## src/rtl/mult_tree_pipe_if.sv

```systemverilog
// Stream interface for mult_tree_pipe: operand-set input channel and result output channel.
// The slave modport is the kernel side; master is the producer/consumer side.
interface mult_tree_pipe_if #(
    parameter int W     = 4,
    parameter int OUT_W = 8
);
    logic             i_valid;
    logic             i_ready;
    logic [W-1:0]     i_a;
    logic [W-1:0]     i_b;
    logic [W-1:0]     i_c;
    logic [W-1:0]     i_d;
    logic             o_valid;
    logic             o_ready;
    logic [OUT_W-1:0] o_result;

    modport slave (
        input  i_valid, i_a, i_b, i_c, i_d, o_ready,
        output i_ready, o_valid, o_result
    );

    modport master (
        output i_valid, i_a, i_b, i_c, i_d, o_ready,
        input  i_ready, o_valid, o_result
    );
endinterface

```

## src/rtl/mult_tree_pipe.sv

```systemverilog
// 3-stage flow-controlled product tree: result = top OUT_W bits of (a*b*b)*(c*d*d).
// Optional half-up rounding with saturation when MULT_TREE_ROUND_EN is defined.
module mult_tree_pipe #(
    parameter int W     = 4,
    parameter int OUT_W = 8
) (
    input  logic            clk,
    input  logic            rst_n,
    mult_tree_pipe_if.slave bus
);
    localparam int PW = 6 * W;
    localparam int HW = 3 * W;

    logic             adv;
    logic             load;
    logic [2:0]       vld_pipe_q, vld_pipe_d;
    logic [W-1:0]     a_q, a_d, b_q, b_d, c_q, c_d, d_q, d_d;
    logic [HW-1:0]    aab_q, aab_d, ccd_q, ccd_d;
    logic [PW-1:0]    prod_d;
    logic [OUT_W-1:0] slice_d, rnd_d;
    logic [OUT_W-1:0] res_q, res_d;

    // One enable for every stage: the pipe moves unless a valid result is stuck at the output.
    assign adv          = !vld_pipe_q[2] || bus.o_ready;
    assign bus.i_ready  = adv;
    assign bus.o_valid  = vld_pipe_q[2];
    assign bus.o_result = res_q;

    assign prod_d  = PW'(aab_q) * PW'(ccd_q);
    assign slice_d = OUT_W'(prod_d >> (PW - OUT_W));

`ifdef MULT_TREE_ROUND_EN
    generate
        if (OUT_W < PW) begin : g_rnd
            // Half-up, but an all-ones slice must not wrap to zero.
            always_comb begin
                rnd_d = slice_d;
                if (prod_d[PW-OUT_W-1] && !(&slice_d))
                    rnd_d = slice_d + OUT_W'(1);
            end
        end else begin : g_nornd
            assign rnd_d = slice_d;
        end
    endgenerate
`else
    assign rnd_d = slice_d;
`endif

    always_comb begin
        load       = adv && bus.i_valid;
        vld_pipe_d = vld_pipe_q;
        a_d        = a_q;
        b_d        = b_q;
        c_d        = c_q;
        d_d        = d_q;
        aab_d      = aab_q;
        ccd_d      = ccd_q;
        res_d      = res_q;
        if (load) begin
            a_d = bus.i_a;
            b_d = bus.i_b;
            c_d = bus.i_c;
            d_d = bus.i_d;
        end
        if (adv) begin
            vld_pipe_d = {vld_pipe_q[1:0], bus.i_valid};
            aab_d      = HW'(a_q) * HW'(b_q) * HW'(b_q);
            ccd_d      = HW'(c_q) * HW'(d_q) * HW'(d_q);
            res_d      = rnd_d;
        end
    end

    always_ff @(posedge clk or negedge rst_n) begin
        if (!rst_n) begin
            vld_pipe_q <= '0;
            a_q        <= '0;
            b_q        <= '0;
            c_q        <= '0;
            d_q        <= '0;
            aab_q      <= '0;
            ccd_q      <= '0;
            res_q      <= '0;
        end else begin
            vld_pipe_q <= vld_pipe_d;
            a_q        <= a_d;
            b_q        <= b_d;
            c_q        <= c_d;
            d_q        <= d_d;
            aab_q      <= aab_d;
            ccd_q      <= ccd_d;
            res_q      <= res_d;
        end
    end
endmodule

```

## src/flat_wrapper.sv

```systemverilog
// flat-port wrapper written by rule: the top's interface ports become plain ports
module mult_tree_pipe_flat 
#(
    parameter int W     = 4,
    parameter int OUT_W = 8
)
  (clk, rst_n, bus_i_valid, bus_i_a, bus_i_b, bus_i_c, bus_i_d, bus_o_ready, bus_i_ready, bus_o_valid, bus_o_result);
  mult_tree_pipe_if #(.W(W), .OUT_W(OUT_W)) bus_i ();
  input  logic clk;
  input  logic rst_n;
  input wire logic [$bits(bus_i.i_valid)-1:0] bus_i_valid;
  input wire logic [$bits(bus_i.i_a)-1:0] bus_i_a;
  input wire logic [$bits(bus_i.i_b)-1:0] bus_i_b;
  input wire logic [$bits(bus_i.i_c)-1:0] bus_i_c;
  input wire logic [$bits(bus_i.i_d)-1:0] bus_i_d;
  input wire logic [$bits(bus_i.o_ready)-1:0] bus_o_ready;
  output wire logic [$bits(bus_i.i_ready)-1:0] bus_i_ready;
  output wire logic [$bits(bus_i.o_valid)-1:0] bus_o_valid;
  output wire logic [$bits(bus_i.o_result)-1:0] bus_o_result;
  assign bus_i.i_valid = bus_i_valid;
  assign bus_i.i_a = bus_i_a;
  assign bus_i.i_b = bus_i_b;
  assign bus_i.i_c = bus_i_c;
  assign bus_i.i_d = bus_i_d;
  assign bus_i.o_ready = bus_o_ready;
  assign bus_i_ready = bus_i.i_ready;
  assign bus_o_valid = bus_i.o_valid;
  assign bus_o_result = bus_i.o_result;
  mult_tree_pipe #(.W(W), .OUT_W(OUT_W)) u_core (.clk(clk), .rst_n(rst_n), .bus(bus_i));
endmodule
```

## config.mk

```make
export PLATFORM = sky130hd
export DESIGN_NAME = mult_tree_pipe_flat
export DESIGN_NICKNAME = d
export VERILOG_FILES = /design/src/rtl/mult_tree_pipe_if.sv /design/src/rtl/mult_tree_pipe.sv /design/src/flat_wrapper.sv
export SDC_FILE = /design/constraint.sdc
export NUM_CORES = 1
export LEC_CHECK = 0
export CAP_MARGIN = 20
export CELL_PAD_IN_SITES_DETAIL_PLACEMENT = 1
export CELL_PAD_IN_SITES_GLOBAL_PLACEMENT = 1
export CORE_UTILIZATION = 43
export CTS_BUF_LIST = sky130_fd_sc_hd__clkbuf_8
export DETAILED_ROUTE_END_ITERATION = 8
export PLACE_DENSITY = 0.79
export SYNTH_ARGS = -nofsm -noshare
export SYNTH_HDL_FRONTEND = slang
export SYNTH_SLANG_ARGS = --single-unit
export TNS_END_PERCENT = 100
```

## constraint.sdc

```tcl
create_clock -name clk -period 7.5 [get_ports clk]
set_clock_uncertainty 0.2 [all_clocks]
set_input_delay 1.125 -clock clk [delete_from_list [all_inputs] [get_ports clk]]
set_output_delay 1.125 -clock clk [all_outputs]
set_load 0.02 [all_outputs]
```

# [Yosys cells after proc, flatten, opt, wreduce, memory -nomap -nowiden]
# Index checks and enable logic that the tools add are counted.
[word_totals] register_bits=51 output_inout_bits=10
[op_classes] mul=5 reduce_logical=3
[op_table] operator="$mul 12x12->24" count=1
[op_table] operator="$mul 8x4->12" count=2
[op_table] operator="$mul 4x4->8" count=2
[op_table] operator="$logic_and 1x1->1" count=1
[op_table] operator="$logic_not 1->1" count=1
[op_table] operator="$logic_or 1x1->1" count=1

# [Depth between registers and ports, before layout]
[depth] ltp_word=3 ltp_mapped=21

# [Worst setup path after synthesis]
# OpenSTA, ideal clock, no wires.
[synth_path] path_type="reg-to-reg" startpoint="reg u_core.ccd_q[3]" endpoint="reg u_core.res_q[5] (netlist: u_core.bus.o_result[5])" setup_time_ns=0.094 arrival_ns=5.114 required_time_ns=7.206 slack_ns=2.092 stages_incl_launch_ff=18 n_path_buf=1 synth_period_minus_slack_ns=5.408 path_cell_list="dfrtp_1 -> clkbuf_1 -> nand2_1 -> fa_1 -> inv_1 -> fa_1 -> fa_1 -> fa_1 -> inv_1 -> fa_1 -> inv_1 -> ha_1 -> a21o_1 -> a31o_1 -> a221o_1 -> o211a_1 -> o21a_1 -> a221oi_2"
[synth_via] elab_chain_len=1
[synth_lines] element="from (decl)" line="mult_tree_pipe.sv:18" rtl="logic [HW-1:0] aab_q, aab_d, ccd_q, ccd_d;"
[synth_lines] element="from (signal assigned)" line="mult_tree_pipe.sv:81" rtl="ccd_q <= '0;"
[synth_lines] element="from (signal assigned)" line="mult_tree_pipe.sv:90" rtl="ccd_q <= ccd_d;"
[synth_lines] element="$mul 12x12->24" line="mult_tree_pipe.sv:29" rtl="assign prod_d = PW'(aab_q) * PW'(ccd_q);"
[synth_lines] element="to (signal assigned)" line="mult_tree_pipe.sv:91" rtl="res_q <= res_d;"
[synth_lines] element="to (decl)" line="mult_tree_pipe.sv:21" rtl="logic [OUT_W-1:0] res_q, res_d;"
# No other way between the ends.
# A chain may end at the register's enable or synchronous reset.

# [Worst setup path in the final report]
[layout_path] startpoint="reg u_core.aab_q[11]" endpoint="reg u_core.res_q[4] (netlist: u_core.bus.o_result[4])"
[layout_via] elab_chain_len=1
[layout_lines] element="from (decl)" line="mult_tree_pipe.sv:18"
[layout_lines] element="from (signal assigned)" line="mult_tree_pipe.sv:80" rtl="aab_q <= '0;"
[layout_lines] element="from (signal assigned)" line="mult_tree_pipe.sv:89" rtl="aab_q <= aab_d;"
[layout_lines] element="$mul 12x12->24" line="mult_tree_pipe.sv:29"
# No other way between the ends.

==> out/results.ini <==
[clock_network]
cts_tree=yes
cts.hold.buffers_added=0
cts_resized=0
clk_pin_slew_ns=0.12
cts_buffer_depth=2
cts_root_buffer=clkbuf_8
cts_sinks=51
clock_latency_ns=0.35
cts_buffers=5
cts_max_level=2
cts_setup_buffers=0

[global_routing]
grt_max_degree=52
grt_pass1_vias=7385
grt_pass1_wl_mm=35.18
antenna_found_initial=0
grt_usage=0.2017
grt_overflow_total=0

[finish]
drive_gt1_frac=0.03571
seqCellArea_mm2=0.001276
nets=1272
synthToLayoutAreaGrowth_pct=6.576
multiInputGateArea_mm2=0.006893
fill_cells=2436
fin_cells=1278
diodes=0

[logic_synthesis]
synth_top_area_share=0.2914
synth.most_common_cell=inv_1
synth_mux_area_frac=0.02363
yosysWarnings=0
synth_common_cells=inv_1, nand2_1, fa_1, ha_1, and2_1
syn_area_per_cell_um2=8.911
synthFlopType=dfrtp_1
syn_inst=1010
synth-compound-area-share=0.08619
synth_edf_count=0
synth_simple_gate_area_share=0.1864
yosysSeqAreaShare=0.1418
syn_nets=1275
synth_area_leader_cell=fa_1
synth_fa_ha_area_frac=0.4499
ys_top_cells_by_area=fa_1, ha_1, dfrtp_1
synth_area_mm2=0.009000
synth_xor_area_frac=0.01946
async_flop_share=1.000
synth_top_family_by_area=adder cells
synth-seq-cells=51
synth_cell_types=50

[detailed_routing]
routed_wl_mm=20.10
ant_nets=0
vias=6628
wl_per_cell_um=15.73
viasPerCell=5.186
drc=0
firstDrtPassIters=4
drt-initial-drc-count=250

[place]
io_buffer_count=29
gp_congestion=0.8412
hpwl_mm=16.67
pre_cts_ws_ns=1.804
placed_cells=1270

[setup_path]
rr_startpoint=u_core.aab_q[11]
crit_path_max_fanout=13
regToRegSetupSlack_ns=1.84
worst_ep_required_time_ns=7.54
cp_data_arrival_time_ns=5.71
startpoint_type=flip-flop
crit_path_end_kind=flip-flop
critical_path_class=reg2reg
critPathLaunch=u_core.aab_q[11]

[timing]
tightest_slew_ns=0.9460
rsz0062_at_grt=no
fmax_mhz=176.7
period_needed_ns=5.661
timing.max_slew.rel_slack=0.3611
maxSlewViolCount=0
timing.hold.ws_ns=0.2764
layout_setup_ws_ns=1.839
final_hold_viol_count=0
fin_tns_setup_ns=0
post-route-period-util=0.7548
setup_violations=0

[floorplanning]
coreArea_mm2=0.02036
die_x_um=146.7
die_y_um=146.7
rows=52
initial_core_util=0.4419
die_area_mm2=0.02151
io_pins=30

[job]
maxCapViolCount=0

[worst_hold_path]
hp-class=reg2reg
worstHoldStart=u_core.vld_pipe_q[1]

[run_status]
status=finished clean

-- sequential cells by signal, summed over array words and instances (netlist names) --
name / count
u_core.c_q: 4
u_core.a_q: 4
u_core.bus.o_result: 8
u_core.b_q: 4
u_core.ccd_q: 12
u_core.vld_pipe_q: 3
u_core.d_q: 4
u_core.aab_q: 12
-- layout by cell type (no fill, tap or decap), types with 6 or more instances in the layout --
master and count:
dfrtp_1 51, a211oi_1 6, a21oi_1 36, nand3_1 10, xor2_1 6, inv_1 179, nand2_1 158, mux2_2 18
ha_1 114, nor3b_1 6, nor3_1 6, and3_1 7, and2_1 108, o21bai_1 6, nor2_1 21, a21o_1 20
fa_1 131, nand3b_1 8, clkdlybuf4s50_1 28, xnor2_1 14, o21ai_0 14
-- layout make-up --
cell class	count	area share
Clock buffer	5	0.007175
Clock inverter	3	0.003000
Inverter	179	0.07005
Multi-Input combinational cell	737	0.7186
Sequential cell	51	0.1331
Tap cell	270	0.03522
Timing Repair Buffer	33	0.03287
-- critical path, stage by stage (launching register included) --
cell and delay (ns):
dfrtp_1 0.62, nand2_1 0.14, fa_1 0.55, inv_1 0.06, fa_1 0.50, fa_1 0.51
fa_1 0.49, inv_1 0.06, fa_1 0.53, inv_1 0.04, ha_1 0.33, a21o_1 0.23
a31o_1 0.18, a221o_1 0.44, o21ai_2 0.22, a21oi_1 0.09, or3_1 0.35
-- cells by family (layout without fill, tap and decap cells) --
kind of cell               Yosys count  in the layout
and+or+nand+nor                    339            339
adders and majority gates          245            245
buffers and inverters              222            220
DFF                                 51             51
xor gates and xnor gates            20             20
muxes                               19             19
AOI/OAI and AO/OA                  114            114
-- layer usage --
layer  vias to the layer above  GRT usage  wire length, µm
met5                         -          0                0
met4                         0    0.04375              308
met3                        18    0.02469              540
met2                        76     0.3680            10170
met1                      3368     0.2532             9081
li1                       3166          -                -
-- metrics by stage --
stage / instance area (µm²) / utilization
2_1_floorplan: 9000 / -
3_3_place_gp: 9494 / 0.4662
3_5_place_dp: 9494 / 0.4662
4_1_cts: 9592 / 0.4710
5_1_grt: 9592 / 0.4710
6_report: 9592 / 0.4710
-- worst paths after layout --
kind                                          end  depth (start not counted)
setup / recovery           u_core.bus.o_result[4]                         16
hold / removal               u_core.vld_pipe_q[2]                          1
setup reg to reg           u_core.bus.o_result[4]                         16
hold reg to reg              u_core.vld_pipe_q[2]                          1
max in group asynchronous         u_core.ccd_q[0]                          2
min in group asynchronous           u_core.a_q[2]                          2
Power is left out: the tool's default activity adds up to more than one toggle a clock period on the data nets, which glitch-free logic cannot reach.
